==> src/rtl/tl45_wb_pkg.sv <==
// Shared types and bus widths for the TL45 memory-side Wishbone arbiter.
package tl45_wb_pkg;

  localparam int WB_AW = 30;
  localparam int WB_DW = 32;
  localparam int WB_SW = 4;

  typedef enum logic [1:0] {
    ARB_IDLE = 2'd0,
    ARB_OWN0 = 2'd1,
    ARB_OWN1 = 2'd2
  } arb_state_e;

endpackage

==> src/rtl/tl45_wb_watchdog.sv <==
// Outstanding-request tracker plus bus watchdog; fire pulses when an owned
// bus cycle has waited TIMEOUT cycles for a response that never came.
module tl45_wb_watchdog #(
  parameter int TIMEOUT = 255
) (
  input  logic i_clk,
  input  logic i_reset,
  input  logic i_active,
  input  logic i_clear,
  input  logic i_stb_accept,
  input  logic i_resp,
  output logic o_fire
);

  localparam logic [7:0] FIRE_AT = 8'(TIMEOUT - 1);

  logic [3:0] outs_q, outs_d;
  logic [7:0] timer_q, timer_d;

  // The response wins over a timeout landing in the same cycle.
  assign o_fire = i_active && (outs_q != 4'd0) && !i_resp && (timer_q == FIRE_AT);

  always_comb begin
    outs_d  = outs_q;
    timer_d = timer_q;
    if (!i_active || i_clear) begin
      outs_d  = 4'd0;
      timer_d = 8'd0;
    end else begin
      if (i_stb_accept && !i_resp) begin
        if (outs_q != 4'd15) outs_d = outs_q + 4'd1;
      end else if (!i_stb_accept && i_resp) begin
        if (outs_q != 4'd0) outs_d = outs_q - 4'd1;
      end
      if (i_resp) timer_d = 8'd0;
      else if (outs_q != 4'd0) timer_d = timer_q + 8'd1;
    end
  end

  always_ff @(posedge i_clk or posedge i_reset) begin
    if (i_reset) begin
      outs_q  <= 4'd0;
      timer_q <= 8'd0;
    end else begin
      outs_q  <= outs_d;
      timer_q <= timer_d;
    end
  end

endmodule

==> src/rtl/tl45_wb_arbiter.sv <==
// Two-master pipelined Wishbone arbiter: prefetch (m0) and load/store (m1)
// share one slave bus; whole cycles are granted and cyc acts as the lock.
module tl45_wb_arbiter
  import tl45_wb_pkg::*;
#(
  parameter int ROUND_ROBIN = 1,
  parameter int TIMEOUT     = 255
) (
  input  logic             i_clk,
  input  logic             i_reset,
  input  logic             i_m0_cyc,
  input  logic             i_m0_stb,
  input  logic             i_m0_we,
  input  logic [WB_AW-1:0] i_m0_addr,
  input  logic [WB_DW-1:0] i_m0_data,
  input  logic [WB_SW-1:0] i_m0_sel,
  output logic             o_m0_ack,
  output logic             o_m0_stall,
  output logic             o_m0_err,
  output logic [WB_DW-1:0] o_m0_data,
  input  logic             i_m1_cyc,
  input  logic             i_m1_stb,
  input  logic             i_m1_we,
  input  logic [WB_AW-1:0] i_m1_addr,
  input  logic [WB_DW-1:0] i_m1_data,
  input  logic [WB_SW-1:0] i_m1_sel,
  output logic             o_m1_ack,
  output logic             o_m1_stall,
  output logic             o_m1_err,
  output logic [WB_DW-1:0] o_m1_data,
  output logic             o_wb_cyc,
  output logic             o_wb_stb,
  output logic             o_wb_we,
  output logic [WB_AW-1:0] o_wb_addr,
  output logic [WB_DW-1:0] o_wb_data,
  output logic [WB_SW-1:0] o_wb_sel,
  input  logic             i_wb_ack,
  input  logic             i_wb_stall,
  input  logic             i_wb_err,
  input  logic [WB_DW-1:0] i_wb_data,
  output logic [1:0]       o_grant
);

  arb_state_e state_q, state_d;
  logic       last_grant_q, last_grant_d;
  logic       wd_fire;

  assign o_m0_data = i_wb_data;
  assign o_m1_data = i_wb_data;
  assign o_grant   = {state_q == ARB_OWN1, state_q == ARB_OWN0};

  // Release always passes through IDLE, so an owner change costs one idle cycle.
  always_comb begin
    state_d      = state_q;
    last_grant_d = last_grant_q;
    case (state_q)
      ARB_IDLE: begin
        if (i_m0_cyc && i_m1_cyc)
          state_d = ((ROUND_ROBIN != 0) && last_grant_q) ? ARB_OWN0 : ARB_OWN1;
        else if (i_m0_cyc)
          state_d = ARB_OWN0;
        else if (i_m1_cyc)
          state_d = ARB_OWN1;
      end
      ARB_OWN0: begin
        if (!i_m0_cyc || wd_fire) begin
          state_d      = ARB_IDLE;
          last_grant_d = 1'b0;
        end
      end
      ARB_OWN1: begin
        if (!i_m1_cyc || wd_fire) begin
          state_d      = ARB_IDLE;
          last_grant_d = 1'b1;
        end
      end
      default: state_d = ARB_IDLE;
    endcase
  end

  // A watchdog fire kills the slave-side cycle and reports err to the owner.
  always_comb begin
    o_wb_cyc   = 1'b0;
    o_wb_stb   = 1'b0;
    o_wb_we    = 1'b0;
    o_wb_addr  = '0;
    o_wb_data  = '0;
    o_wb_sel   = '0;
    o_m0_ack   = 1'b0;
    o_m0_err   = 1'b0;
    o_m0_stall = 1'b1;
    o_m1_ack   = 1'b0;
    o_m1_err   = 1'b0;
    o_m1_stall = 1'b1;
    case (state_q)
      ARB_OWN0: begin
        o_wb_cyc   = i_m0_cyc & ~wd_fire;
        o_wb_stb   = i_m0_stb & ~wd_fire;
        o_wb_we    = i_m0_we;
        o_wb_addr  = i_m0_addr;
        o_wb_data  = i_m0_data;
        o_wb_sel   = i_m0_sel;
        o_m0_ack   = i_wb_ack;
        o_m0_err   = i_wb_err | wd_fire;
        o_m0_stall = i_wb_stall | wd_fire;
      end
      ARB_OWN1: begin
        o_wb_cyc   = i_m1_cyc & ~wd_fire;
        o_wb_stb   = i_m1_stb & ~wd_fire;
        o_wb_we    = i_m1_we;
        o_wb_addr  = i_m1_addr;
        o_wb_data  = i_m1_data;
        o_wb_sel   = i_m1_sel;
        o_m1_ack   = i_wb_ack;
        o_m1_err   = i_wb_err | wd_fire;
        o_m1_stall = i_wb_stall | wd_fire;
      end
      default: ;
    endcase
  end

  tl45_wb_watchdog #(
    .TIMEOUT(TIMEOUT)
  ) u_watchdog (
    .i_clk       (i_clk),
    .i_reset     (i_reset),
    .i_active    (state_q != ARB_IDLE),
    .i_clear     (state_d != state_q),
    .i_stb_accept(o_wb_stb & ~i_wb_stall),
    .i_resp      (i_wb_ack | i_wb_err),
    .o_fire      (wd_fire)
  );

  always_ff @(posedge i_clk or posedge i_reset) begin
    if (i_reset) begin
      state_q      <= ARB_IDLE;
      last_grant_q <= 1'b0;
    end else begin
      state_q      <= state_d;
      last_grant_q <= last_grant_d;
    end
  end

endmodule

==> config.mk <==
export PLATFORM = sky130hd
export DESIGN_NAME = tl45_wb_arbiter
export DESIGN_NICKNAME = d
export VERILOG_FILES = /design/src/rtl/tl45_wb_pkg.sv /design/src/rtl/tl45_wb_watchdog.sv /design/src/rtl/tl45_wb_arbiter.sv
export SDC_FILE = /design/constraint.sdc
export NUM_CORES = 1
export LEC_CHECK = 0
export BUFFER_PORTS_ARGS = -buffer_cell sky130_fd_sc_hd__buf_4
export CAP_MARGIN = 10
export CORE_AREA = 2 2 123 125
export CTS_CLUSTER_DIAMETER = 200
export DETAILED_ROUTE_END_ITERATION = 7
export DIE_AREA = 0 0 125 127
export HOLD_SLACK_MARGIN = 0.02
export SLEW_MARGIN = 20
export SYNTH_ARGS = -nofsm -noshare
export SYNTH_HDL_FRONTEND = slang
export SYNTH_SLANG_ARGS = --single-unit
==> constraint.sdc <==
create_clock -name i_clk -period 4.2 [get_ports i_clk]
set_input_delay 0.84 -clock i_clk [delete_from_list [all_inputs] [get_ports i_clk]]
set_output_delay 0.84 -clock i_clk [all_outputs]
set_load 0.01 [all_outputs]
Word level (Yosys, flattened, before mapping)
Index checks and enable logic that the tools add are counted.

Bits in registers: 15. Input port bits: 175. Output and inout port bits: 141. Word-level logic and storage cells: 78.

Add/subtract/negate cells: 3. Equal/unequal tests: 8. Multiplexer cells: 30. Bitwise operators: 10. Reduce and logical (&&, ||, !) cells: 23.

Operators with widths (number): 32-bit case mux with 2 select lines (1); 30-bit case mux with 2 select lines (1); 8-bit two-way mux (3); 4-bit two-way mux (5); 2-bit two-way mux (6); 3-bit nonzero test (3); 8-bit by 1-bit adder with 8-bit output (second input constant) (1); 8-bit == test (second input constant) (1); 1-bit two-way mux (8); 1-bit case mux with 2 select lines (4); 4-bit case mux with 2 select lines (1); 1-bit logical AND (6); 2-bit case mux with 3 select lines (1); 3-bit AND reduction (2); 1-bit bitwise AND (5); 1-bit logical NOT (5); 4-bit by 1-bit adder with 4-bit output (second input constant) (1); 2-bit by 1-bit != test with 1-bit output (second input constant) (2); 4-bit != test (second input constant) (1); 2-bit nonzero test (2); 4-bit nonzero test (1); 4-bit by 1-bit subtractor with 4-bit output (second input constant) (1); 1-bit logical OR (3); 3-bit by 2-bit != test with 1-bit output (second input constant) (1); 6 further kinds (9).

Logic depth before layout (Yosys ltp)
Gate-level depths: netlist of run 1.

Word-level depth: 13. Mapped depth: 13. Mapped depth without buffers: 13.

Cells and area by module
A second synthesis of run 1 with hierarchy kept.

Cells, all modules: 346. Area, all modules: 2656.3 µm².

Modules (own cells, without submodules): tl45_wb_arbiter (instances 1, cells each 272, area each 1918.1 µm², seq. area each 75.1 µm²); tl45_wb_watchdog (instances 1, cells each 74, area each 738.2 µm², seq. area each 300.3 µm²).

Worst setup path before layout of run 1
OpenSTA, ideal clock, no wires.

Kind: register -> register. Start point: register state_q[0]. End point: register u_watchdog.outs_q[3]. Library setup time: 0.104 ns. Arrival time: 2.983 ns. Required time: 4.096 ns. Path slack: 1.113 ns. Cell stages (with the launch flop): 14. Path buffers: 2. Cells stage by stage: dfrtp_1 -> inv_1 -> ha_1 -> clkbuf_1 -> clkbuf_1 -> mux2i_1 -> nor3_1 -> ha_1 -> inv_1 -> ha_1 -> a21o_1 -> a21oi_1 -> mux2i_1 -> a221oi_1.

Word-level cells in the longest chain between the ends: 12.

Ends and longest elaborated chain: from (decl) (line tl45_wb_arbiter.sv:44) `arb_state_e state_q, state_d;`; from (signal assigned) (line tl45_wb_arbiter.sv:139) `state_q <= state_d;`; branches (longest 12 deep; another with 2-bit case mux with 3 select lines); to (signal assigned) (line tl45_wb_watchdog.sv:45) `outs_q <= outs_d;`; to (decl) (line tl45_wb_watchdog.sv:17) `logic [3:0] outs_q, outs_d;`.

Several ways; the timed one is not identified. A chain may end at the register's enable or synchronous reset.

Worst setup path after layout of run 1
Start point: register state_q[1]. End point: register u_watchdog.outs_q[3].

Same word-level chain as after synthesis.

==> results by group, run 1 <==
Power
  – Leak pwr: 1.83 nW
  – Switching Fraction: 0.461
  – Clock power frac: 0.078
  – Net switching power: 1.05 mW
  – Power Density: 567 nW/um2
  – Sequential group share of total power: 0.090
  – VDD IR-drop max: about 0.00034 V
  – Cell-internal power: approximately 1.2 mW
  – Part of the power in combinational logic: 0.832

Global routing
  – Grt met3 use: 0.0410
  – Overall fraction of global-route tracks in use: 0.118
  – Layer with the highest usage after global routing: met2
  – Global-route track usage on met2: 0.195
  – Number of antenna violations at the first check in global routing: 0
  – Overall overflow remaining after global route: 0
  – Vias in the first global route: 3006
  – Pin count of the biggest net entering global routing: 69
  – First-pass GRT wire length: ~15 mm
  – Met1 layer usage reported by global route: 0.153

Synthesis
  – Area leader, netlist: sky130_fd_sc_hd__a22oi_1
  – Cell types with the largest area share after synthesis: sky130_fd_sc_hd__a22oi_1, sky130_fd_sc_hd__buf_4, sky130_fd_sc_hd__nor2b_1
  – Top cell type's share of synthesized area: 0.199
  – FFs w/ async S/R, synth: 1.00
  – EDFF count, synth: 0
  – Leading register cell type out of synthesis: sky130_fd_sc_hd__dfrtp_1
  – Post-synth design cell area: around 2600 um2
  – Synthesis warning total: 0
  – Synth unique cells: 42
  – Flops & latches, synth: 15
  – Syn_nets: 526
  – Post-synthesis sequential area ratio: 0.144
  – Post-synthesis instance total: between 300 and 400
  – Synthesized area divided by synthesized cell count: 7.63 um2

CTS
  – CTS root buffer: sky130_fd_sc_hd__clkbuf_16
  – Num CTS Buffers: 3
  – Clock sink count: 15
  – Clk buf depth: 2
  – Worst-skew pair later-pin latency: 0.24 ns
  – Count of H-tree levels built during CTS: 1
  – Number of hold-repair buffers added at the cts stage: 0
  – Number of gates given a new drive strength after cts: 0
  – TritonCTS clock tree: built
  – Number of buffers added for setup after CTS: 0
  – Clock slew at reported path FFs: around 0.050 ns

Setup path
  – Start-to-end type of the worst setup path: reg2reg
  – R2R Setup Slk: 0.84 ns
  – Nature of the critical path startpoint: register
  – Worst Setup End Kind: register
  – Maximum fanout encountered on the critical timing path: 9
  – Arrival time worst endpoint: about 3.5 ns
  – Data required time of the worst path: between 4 and 5 ns

Routing
  – Number of detailed-routing iterations run before antenna repair: 4
  – Detail-routed net length per standard cell: between 15 and 20 um
  – Via count normalized by instance count: 4.44
  – Total length of routed wires: roughly 10 mm
  – Number of DRC violations after detailed routing: 0
  – Detailed Route Iter0 Violations: approximately 140
  – Antenna Violating Nets Remaining: 0
  – Total number of vias: around 2900

STA
  – Setup repair after global routing missed its margin: no
  – Skew final: about 0.0021 ns
  – Max-slew violation count: 0
  – Part of the cycle the worst path needs: 0.800
  – Highest clock rate: slightly below 300 MHz
  – Worst hold-check slack: around 0.53 ns
  – Least-Margin Pin Slew: approximately 0.7 ns
  – Total Neg Setup Slack: 0 ns
  – Final Setup Violations: 0
  – Minimum period implied by the final worst setup slack: about 3.4 ns
  – Remaining max-slew budget at the tightest pin: 0.546
  – Number of failing hold endpoints at the final stage: 0

Finish
  – Fraction of layout instances using a drive strength above 1: 0.493
  – NumNets Final: roughly 670
  – Number of antenna diodes: 0
  – Area used by sequential logic in the layout: roughly 380 um2
  – Final-layout fill cell count: 1567
  – Area of all placed cells without fillers: 4030 um2
  – Area of combinational cells with multiple inputs: between 1500 and 2000 um2
  – Area delta synth->final: 54.7%

Floorplanning
  – Std cell rows: 44
  – Placeable core area: about 14000 um2
  – Die area: about 16000 um2
  – I/O pin count: ~320
  – DIE HEIGHT: 127 um
  – Overall die width: 125 um
  – Effective utilization at floorplan: 0.180

Run status
  – Status: finished, final reports clean

Placed design
  – Placement-stage cell area: ~3900 um2
  – Detailed placement HPWL: 8.50 mm
  – Final weighted congestion in routability-driven placement: approximately 0.8
  – Quantity of I/O buffers inserted on ports: between 200 and 250

Min path
  – Worst min-delay path class: reg2reg

Flow run
  – Max Cap Viol: 0
## state kept, by name (all words and copies together), names as in the netlist
name,cells
u_watchdog.timer_q,8
state_q,2
u_watchdog.outs_q,4
last_grant_q,1
## worst max-delay path: stages (launching register included)
cell and delay [ns]:
sky130_fd_sc_hd__dfrtp_1 0.45, sky130_fd_sc_hd__inv_1 0.12, sky130_fd_sc_hd__ha_2 0.23, sky130_fd_sc_hd__nor3_1 0.33, sky130_fd_sc_hd__nand4_2 0.31, sky130_fd_sc_hd__nand2_1 0.21
sky130_fd_sc_hd__nor3_1 0.07, sky130_fd_sc_hd__ha_1 0.28, sky130_fd_sc_hd__inv_1 0.16, sky130_fd_sc_hd__ha_1 0.24, sky130_fd_sc_hd__a21o_1 0.18, sky130_fd_sc_hd__a21oi_1 0.25
sky130_fd_sc_hd__mux2i_1 0.12, sky130_fd_sc_hd__a221oi_1 0.30
## stage by stage
stage	utilization	instances	setup slack, ns	total power, mW
3_5_place_dp	0.274	659	0.630	2.14
2_1_floorplan	-	341	1.11	1.43
4_1_cts	0.279	663	0.874	2.33
5_1_grt	0.279	663	0.564	2.50
3_3_place_gp	0.274	659	0.838	2.10
6_report	0.279	663	0.841	2.28
## metal layers
layer  wire length, um  up-vias  share of wire
met2              4910      148           0.47
met4                64        0         0.0062
met3              1020       15          0.098
met1              4360     1371           0.42
li1                  -     1411              -
met5                 0        -              0
## cells by family after synthesis
family          count (synthesis)  synth area share
flops                          15             0.144
simple gates                  114             0.249
mux                             6            0.0236
fa+ha+maj                      10            0.0510
xor+xnor                        9            0.0303
buf+inv                        99             0.237
compound gates                 88             0.265
## path summary, 6_finish.rpt
| kind | depth (start not counted) | to | start |
|---|---|---|---|
| max | 13 | u_watchdog.outs_q[3] | state_q[1] |
| min | 1 | last_grant_q | last_grant_q |
| max reg2reg | 13 | u_watchdog.outs_q[3] | state_q[1] |
| min reg2reg | 1 | last_grant_q | last_grant_q |
| max in group asynchronous | 2 | u_watchdog.outs_q[2] | i_reset |
| min in group asynchronous | 2 | state_q[1] | i_reset |
## power groups by stage
| stage | Combinational [mW] | Clock, mW | Sequential [mW] |
|---|---|---|---|
| 2_1_floorplan | 1.23 | 0 | 0.198 |
| 3_3_place_gp | 1.90 | 0 | 0.203 |
| 3_5_place_dp | 1.93 | 0 | 0.206 |
| 4_1_cts | 1.94 | 0.183 | 0.204 |
| 5_1_grt | 2.09 | 0.193 | 0.210 |
| 6_report | 1.90 | 0.178 | 0.206 |
## area by class of cell
cell class,instances,share of cell area
Sequential cell,15,0.0933
Timing Repair Buffer,223,0.419
Tap cell,184,0.0572
Clock buffer,4,0.0196
Multi-Input combinational cell,227,0.402
Inverter,10,0.00933
## cells in the final DEF (no fill, tap or decap), types with 2 or more instances in the layout
master	instances
sky130_fd_sc_hd__a22oi_1	69
sky130_fd_sc_hd__and3_1	3
sky130_fd_sc_hd__a21boi_0	2
sky130_fd_sc_hd__nor2b_1	67
sky130_fd_sc_hd__clkbuf_16	3
sky130_fd_sc_hd__mux2i_1	5
sky130_fd_sc_hd__dfrtp_1	15
sky130_fd_sc_hd__buf_4	222
sky130_fd_sc_hd__xnor2_1	6
sky130_fd_sc_hd__a21oi_1	3
sky130_fd_sc_hd__ha_2	3
sky130_fd_sc_hd__and2_1	2
sky130_fd_sc_hd__nand3b_1	2
sky130_fd_sc_hd__inv_1	10
sky130_fd_sc_hd__xor2_1	3
sky130_fd_sc_hd__nand3_1	3
sky130_fd_sc_hd__nand2_1	7
sky130_fd_sc_hd__ha_1	6
sky130_fd_sc_hd__nor3_1	7
sky130_fd_sc_hd__nor2_1	18
## synthesized netlist by cell type (all sizes together) (2+ instances only)
library cell  count
a21boi            3
a21oi             3
a22oi            69
and2              2
and3              3
buf              67
clkbuf           22
dfrtp            15
ha                9
inv              10
mux2i             5
nand2             7
nand3             3
nand3b            2
nand4             2
nor2             18
nor2b            67
nor3              7
o21ai             2
xnor2             6
xor2              3
Note: power is estimated with default switching activity, not from simulation.
==> run 2, diff against run 1 <==
--- a/config.mk
+++ b/config.mk
@@ -5,6 +5,7 @@
 export SDC_FILE = /design/constraint.sdc
 export NUM_CORES = 1
 export LEC_CHECK = 0
+export ABC_AREA = 1
 export BUFFER_PORTS_ARGS = -buffer_cell sky130_fd_sc_hd__buf_4
 export CAP_MARGIN = 10
 export CORE_AREA = 2 2 123 125
==> constraint.sdc (replaced) <==
create_clock -name i_clk -period 3.14 [get_ports i_clk]
set_input_delay 0.628 -clock i_clk [delete_from_list [all_inputs] [get_ports i_clk]]
set_output_delay 0.628 -clock i_clk [all_outputs]
set_load 0.01 [all_outputs]
==> results by group, run 2 <==
Run status
  – Status: finished, final reports clean

Synthesis
  – Syn_nets: between 600 and 700
  – EDFF count, synth: 0
  – Synth unique cells: 32
  – Cell types with the largest area share after synthesis: sky130_fd_sc_hd__nand2_1, sky130_fd_sc_hd__buf_4, sky130_fd_sc_hd__dfrtp_1
  – Area leader, netlist: sky130_fd_sc_hd__nand2_1
  – Leading register cell type out of synthesis: sky130_fd_sc_hd__dfrtp_1
  – Top cell type's share of synthesized area: 0.243
  – Synthesis warning total: 0
  – Synthesized area divided by synthesized cell count: around 5.7 um2
  – Most numerous cell types in the synthesized netlist: sky130_fd_sc_hd__nand2_1, sky130_fd_sc_hd__a21oi_1, sky130_fd_sc_hd__buf_4, sky130_fd_sc_hd__inv_1, sky130_fd_sc_hd__nor2_1
  – Flops & latches, synth: 15
  – Post-synth design cell area: 2600 um2
  – Post-synthesis sequential area ratio: 0.144
  – Most numerous cell in the Yosys netlist: sky130_fd_sc_hd__nand2_1
  – FFs w/ async S/R, synth: 1.00
  – Post-synthesis instance total: around 450

Routing
  – Detailed Route Iter0 Violations: 90
  – Via count normalized by instance count: a little over 4
  – Total number of vias: roughly 3200
  – Total length of routed wires: between 10 and 15 mm
  – Antenna Violating Nets Remaining: 0
  – Detail-routed net length per standard cell: 13.9 um
  – Number of DRC violations after detailed routing: 0
  – Number of detailed-routing iterations run before antenna repair: 4

Floorplanning
  – Overall die width: 125 um
  – Placeable core area: around 14000 um2
  – Std cell rows: 44
  – Die area: about 16000 um2
  – Effective utilization at floorplan: 0.180
  – DIE HEIGHT: about 130 um
  – I/O pin count: approximately 320

STA
  – Number of failing hold endpoints at the final stage: 0
  – Post-route worst setup slack: roughly 0.30 ns
  – Part of the cycle the worst path needs: 0.905
  – Minimum period implied by the final worst setup slack: ~2.8 ns
  – Least-Margin Pin Slew: slightly above 0.6 ns
  – Max-slew violation count: 0
  – Final Setup Violations: 0
  – Highest clock rate: 352 MHz
  – Remaining max-slew budget at the tightest pin: 0.591
  – Skew final: around 0.0057 ns
  – Total Neg Setup Slack: 0 ns

CTS
  – TritonCTS clock tree: built
  – Clock sink count: 15
  – Count of H-tree levels built during CTS: 1
  – Clock slew at reported path FFs: about 0.060 ns
  – Clk buf depth: 2
  – Num CTS Buffers: 3
  – CTS root buffer: sky130_fd_sc_hd__clkbuf_16
  – Number of hold-repair buffers added at the cts stage: 0
  – Worst-skew pair later-pin latency: about 0.25 ns

Power
  – Sequential group share of total power: 0.088
  – Clock power frac: 0.091
  – Leak pwr: 1.99 nW
  – VDD IR-drop max: a little under 0.0004 V
  – Part of the power in combinational logic: 0.821
  – Power Density: between 700 and 800 nW/um2
  – Net switching power: 1.54 mW
  – Switching Fraction: 0.535
  – Cell-internal power: 1.34 mW

Global routing
  – Number of antenna violations at the first check in global routing: 0
  – Pin count of the biggest net entering global routing: a little over 70
  – First-pass GRT wire length: around 16 mm
  – Overall overflow remaining after global route: 0
  – Overall fraction of global-route tracks in use: 0.125
  – Vias in the first global route: about 3000

Finish
  – Area of all placed cells without fillers: about 4000 um2
  – Regs by FF count: u_watchdog.timer_q: 8 flops, u_watchdog.outs_q: 4 flops, state_q: 2 flops
  – Max FFs per register: 8
  – NumNets Final: about 780
  – Area delta synth->final: 57.6%
  – Fraction of layout instances using a drive strength above 1: 0.430
  – Most common cell after layout, fill and taps aside: sky130_fd_sc_hd__buf_4
  – Commonest non-fill, non-tap cells in the layout: sky130_fd_sc_hd__buf_4, sky130_fd_sc_hd__nand2_1, sky130_fd_sc_hd__a21oi_1, sky130_fd_sc_hd__inv_1, sky130_fd_sc_hd__nor2_1
  – Register name with the most flops: u_watchdog.timer_q
  – Number of antenna diodes: 0

Setup path
  – Data required time of the worst path: 3.27 ns
  – Reg2Reg Depth: 19
  – Maximum fanout encountered on the critical timing path: 5
  – Arrival time worst endpoint: between 2 and 3 ns
  – Start-to-end type of the worst setup path: reg2reg
  – Worst Setup End Kind: register
  – Nature of the critical path startpoint: register

Placed design
  – Post-place setup slack: 0.195 ns
  – Quantity of I/O buffers inserted on ports: roughly 220
  – Detailed placement HPWL: 8.72 mm
  – Final weighted congestion in routability-driven placement: around 0.85
  – Placement-stage cell area: ~4000 um2

Min path
  – Worst min-delay path class: in2async

Flow run
  – Max Cap Viol: 0
## run 2: changes by cell type in the layout (fill, tap and decap cells not counted), sizes merged, moves of 7 or more
cell	before	now
buf	223	230
nand2	7	174
a22oi	69	2
inv	10	27
nor2b	67	0
a21oi	3	80
## run 2: worst max-delay path, cell delays in order (launching register included)
cell and delay (ns):
sky130_fd_sc_hd__dfrtp_1 0.44, sky130_fd_sc_hd__inv_1 0.15, sky130_fd_sc_hd__ha_2 0.24, sky130_fd_sc_hd__inv_1 0.08, sky130_fd_sc_hd__nand2_1 0.06, sky130_fd_sc_hd__nor2_1 0.04
sky130_fd_sc_hd__nand2_1 0.07, sky130_fd_sc_hd__inv_1 0.05, sky130_fd_sc_hd__nand2_2 0.06, sky130_fd_sc_hd__inv_1 0.08, sky130_fd_sc_hd__nor3_1 0.15, sky130_fd_sc_hd__ha_2 0.23
sky130_fd_sc_hd__inv_1 0.06, sky130_fd_sc_hd__ha_1 0.31, sky130_fd_sc_hd__a21oi_1 0.13, sky130_fd_sc_hd__nand2_1 0.07, sky130_fd_sc_hd__xor2_1 0.14, sky130_fd_sc_hd__nor2_1 0.12
sky130_fd_sc_hd__xor2_1 0.16, sky130_fd_sc_hd__nor2_1 0.06
## run 2: layer usage
metal	global-route usage	routed length [um]
met1	0.158	4510
met2	0.187	4580
met3	0.0620	1450
met4	0.0379	312
met5	0	0
## run 2: logic make-up (layout without fill, tap and decap cells)
family / count (synthesis) / count (layout) / synth area share
AO/OA/AOI/OAI: 91 / 91 / 0.192
XOR/XNOR: 4 / 4 / 0.0135
adder cells (fa/ha/maj): 10 / 10 / 0.0510
buffers and inverters: 115 / 261 / 0.261
flip-flops: 15 / 15 / 0.144
AND/OR/NAND/NOR: 217 / 217 / 0.338
## run 2: final cells by class
cell class / count / area (um2)
clock buffer: 3 / 75.1
clock inverter: 1 / 7.51
fill: 1585 / 10300
inverter: 27 / 101
multi-input combinational: 322 / 1550
sequential: 15 / 375
tap: 184 / 230
timing repair buffer: 230 / 1750
## run 2: repair_timing
item	4_1_cts	5_1_grt
setup buffers	0	2
gates resized for setup	0	2
setup endpoints to repair	0	1
## run 2: path summary, 6_finish.rpt
path,slack [ns],endpoint,startpoint
worst max-delay path,0.30,u_watchdog.outs_q[3],state_q[1]
worst min-delay path,0.44,u_watchdog.timer_q[6],i_reset
worst max register to register,0.30,u_watchdog.outs_q[3],state_q[1]
worst min register to register,0.55,last_grant_q,last_grant_q
max in group asynchronous,2.31,u_watchdog.outs_q[2],i_reset
min in group i_clk,0.55,last_grant_q,last_grant_q
## run 2: power by group through the flow
stage	clock, mW	combinational, mW	sequential [mW]
2_1_floorplan	0	1.37	0.247
3_3_place_gp	0	2.41	0.256
3_5_place_dp	0	2.39	0.257
4_1_cts	0.268	2.40	0.254
5_1_grt	0.278	2.64	0.256
6_report	0.262	2.37	0.254
## run 2: per-stage QoR
step	total power [mW]	utilization	hold slack (ns)	cells
CTS	2.92	0.283	0.481	780
floorplan	1.62	-	0.453	452
global placement	2.67	0.277	0.538	776
finish	2.88	0.284	0.438	782
detailed placement	2.64	0.277	0.533	776
global route	3.17	0.284	0.508	782
==> run 3, diff against run 2 <==
--- a/config.mk
+++ b/config.mk
@@ -6,12 +6,14 @@
 export NUM_CORES = 1
 export LEC_CHECK = 0
 export ABC_AREA = 1
+export ABC_CLOCK_PERIOD_IN_PS = 2850
 export BUFFER_PORTS_ARGS = -buffer_cell sky130_fd_sc_hd__buf_4
 export CAP_MARGIN = 10
 export CORE_AREA = 2 2 123 125
 export CTS_CLUSTER_DIAMETER = 200
 export DETAILED_ROUTE_END_ITERATION = 7
 export DIE_AREA = 0 0 125 127
+export GPL_ROUTABILITY_DRIVEN = 1
 export HOLD_SLACK_MARGIN = 0.02
 export SLEW_MARGIN = 20
 export SYNTH_ARGS = -nofsm -noshare
==> constraint.sdc (replaced) <==
create_clock -name i_clk -period 2.85 [get_ports i_clk]
set_input_delay 0.57 -clock i_clk [delete_from_list [all_inputs] [get_ports i_clk]]
set_output_delay 0.57 -clock i_clk [all_outputs]
set_load 0.01 [all_outputs]
==> results by group, run 3 (synthesized netlist as in run 2, its figures left out) <==
Run status
  – Status: finished, final reports clean

Power
  – Power Density: just under 800 nW/um2
  – Leak pwr: roughly 2.0 nW
  – VDD IR-drop max: 0.000308 V
  – Total Power: about 3.2 mW

Global routing
  – Pin count of the biggest net entering global routing: just over 40
  – Overall overflow remaining after global route: 0
  – Overall fraction of global-route tracks in use: 0.131
  – Number of antenna violations at the first check in global routing: 0
  – First-pass GRT wire length: 16.6 mm
  – Vias in the first global route: approximately 3100

CTS
  – Worst-skew pair later-pin latency: 0.25 ns
  – TritonCTS clock tree: built
  – Clock sink count: 15
  – Number of hold-repair buffers added at the cts stage: 0
  – Count of H-tree levels built during CTS: 1
  – Num CTS Buffers: 3
  – Clock slew at reported path FFs: around 0.050 ns
  – Clk buf depth: 2
  – Number of gates given a new drive strength after cts: 0
  – Number of buffers added for setup after CTS: 0
  – CTS root buffer: sky130_fd_sc_hd__clkbuf_16

Setup path
  – Worst Setup End Kind: output port
  – Arrival time worst endpoint: roughly 2.1 ns
  – Maximum fanout encountered on the critical timing path: 40
  – Data required time of the worst path: about 2.3 ns
  – Nature of the critical path startpoint: register
  – Start-to-end type of the worst setup path: reg2out

Finish
  – Area used by sequential logic in the layout: roughly 380 um2
  – NumNets Final: 787
  – Regs by FF count: u_watchdog.timer_q: 8 flops, u_watchdog.outs_q: 4 flops, state_q: 2 flops
  – Commonest non-fill, non-tap cells in the layout: sky130_fd_sc_hd__buf_4, sky130_fd_sc_hd__nand2_1, sky130_fd_sc_hd__a21oi_1, sky130_fd_sc_hd__inv_1, sky130_fd_sc_hd__nor2_1
  – Fraction of layout instances using a drive strength above 1: 0.436
  – Final-layout fill cell count: ~1600
  – Most common cell after layout, fill and taps aside: sky130_fd_sc_hd__buf_4
  – Max FFs per register: 8
  – Number of antenna diodes: 0
  – Area delta synth->final: 58.3%
  – Fin cells: around 800
  – Area of combinational cells with multiple inputs: approximately 1600 um2
  – Register name with the most flops: u_watchdog.timer_q

Placed design
  – Detailed placement HPWL: 8.99 mm
  – Quantity of I/O buffers inserted on ports: about 220
  – Cell count after placement: 781
  – Final weighted congestion in routability-driven placement: roughly 0.84

Routing
  – Detailed Route Iter0 Violations: 118
  – Total length of routed wires: between 10 and 15 mm
  – Detail-routed net length per standard cell: around 14 um
  – Total number of vias: 3275
  – Antenna Violating Nets Remaining: 0
  – Number of detailed-routing iterations run before antenna repair: 4
  – Via count normalized by instance count: roughly 4.2
  – Number of DRC violations after detailed routing: 0

STA
  – Minimum period implied by the final worst setup slack: ~2.7 ns
  – Remaining max-slew budget at the tightest pin: 0.579
  – Max-slew violation count: 0
  – Part of the cycle the worst path needs: 0.951
  – Total Neg Setup Slack: 0 ns
  – Worst hold-check slack: 0.403 ns
  – Skew final: 0.00297 ns
  – Setup repair after global routing missed its margin: no
  – Least-Margin Pin Slew: roughly 0.63 ns
  – Final Setup Violations: 0
  – Highest clock rate: ~370 MHz
  – Number of failing hold endpoints at the final stage: 0

Min path
  – Worst min-delay path class: in2async

Floorplanning
  – Placeable core area: ~14000 um2
  – I/O pin count: between 300 and 400
  – Std cell rows: 44
  – DIE HEIGHT: roughly 130 um
  – Die area: approximately 16000 um2
  – Effective utilization at floorplan: 0.180
  – Overall die width: 125 um

Flow run
  – Max Cap Viol: 0
run 3: cell count changes in the layout (fill, tap and decap cells not counted), sizes merged:
cell      delta
buf          +3
clkinv       +1
clkinvlp     -1
run 3: worst max-delay path: stages (launching register included):
cell and delay (ns):
sky130_fd_sc_hd__dfrtp_1 0.39, sky130_fd_sc_hd__inv_2 0.10, sky130_fd_sc_hd__ha_2 0.23, sky130_fd_sc_hd__buf_4 0.39, sky130_fd_sc_hd__nand2_1 0.10, sky130_fd_sc_hd__a21oi_1 0.43
sky130_fd_sc_hd__buf_4 0.22
run 3: stage by stage:
stage | util | area [um2] | setup WS [ns]
2_1_floorplan | - | 2600 | 0.183
3_3_place_gp | 0.279 | 4020 | 0.241
3_5_place_dp | 0.279 | 4020 | 0.168
4_1_cts | 0.284 | 4100 | 0.166
5_1_grt | 0.285 | 4110 | 0.0199
6_report | 0.285 | 4110 | 0.140
run 3: area by class of cell:
| type | count | share of cell area |
|---|---|---|
| multi-input cells | 322 | 0.380 |
| inverters | 27 | 0.0246 |
| flip-flops and latches | 15 | 0.0913 |
| clock buffers | 3 | 0.0183 |
| well taps | 184 | 0.0560 |
| repair buffers | 233 | 0.428 |
| clock inverters | 1 | 0.00122 |
run 3: final timing paths:
check | end | start | depth (start not counted) | slack, ns
max reg2reg | u_watchdog.outs_q[3] | state_q[0] | 19 | 0.28
min | u_watchdog.timer_q[3] | i_reset | 2 | 0.40
min in group i_clk | last_grant_q | last_grant_q | 2 | 0.54
max in group asynchronous | state_q[0] | i_reset | 2 | 2.04
min reg2reg | last_grant_q | last_grant_q | 2 | 0.54
max | o_wb_sel[2] | state_q[0] | 6 | 0.14
run 3: layer usage:
layer / global-route usage / vias to the layer above / wire length [um]
met5: 0 / - / 0
met4: 0.0425 / 0 / 326
met3: 0.0666 / 34 / 1510
met2: 0.205 / 170 / 4810
met1: 0.157 / 1406 / 4450
li1: - / 1665 / -
run 3: where the power goes:
group | internal (mW) | switching (mW)
registers | 0.243 | 0.0240
clock network | 0.188 | 0.0973
logic | 1.05 | 1.58
total | 1.49 | 1.71
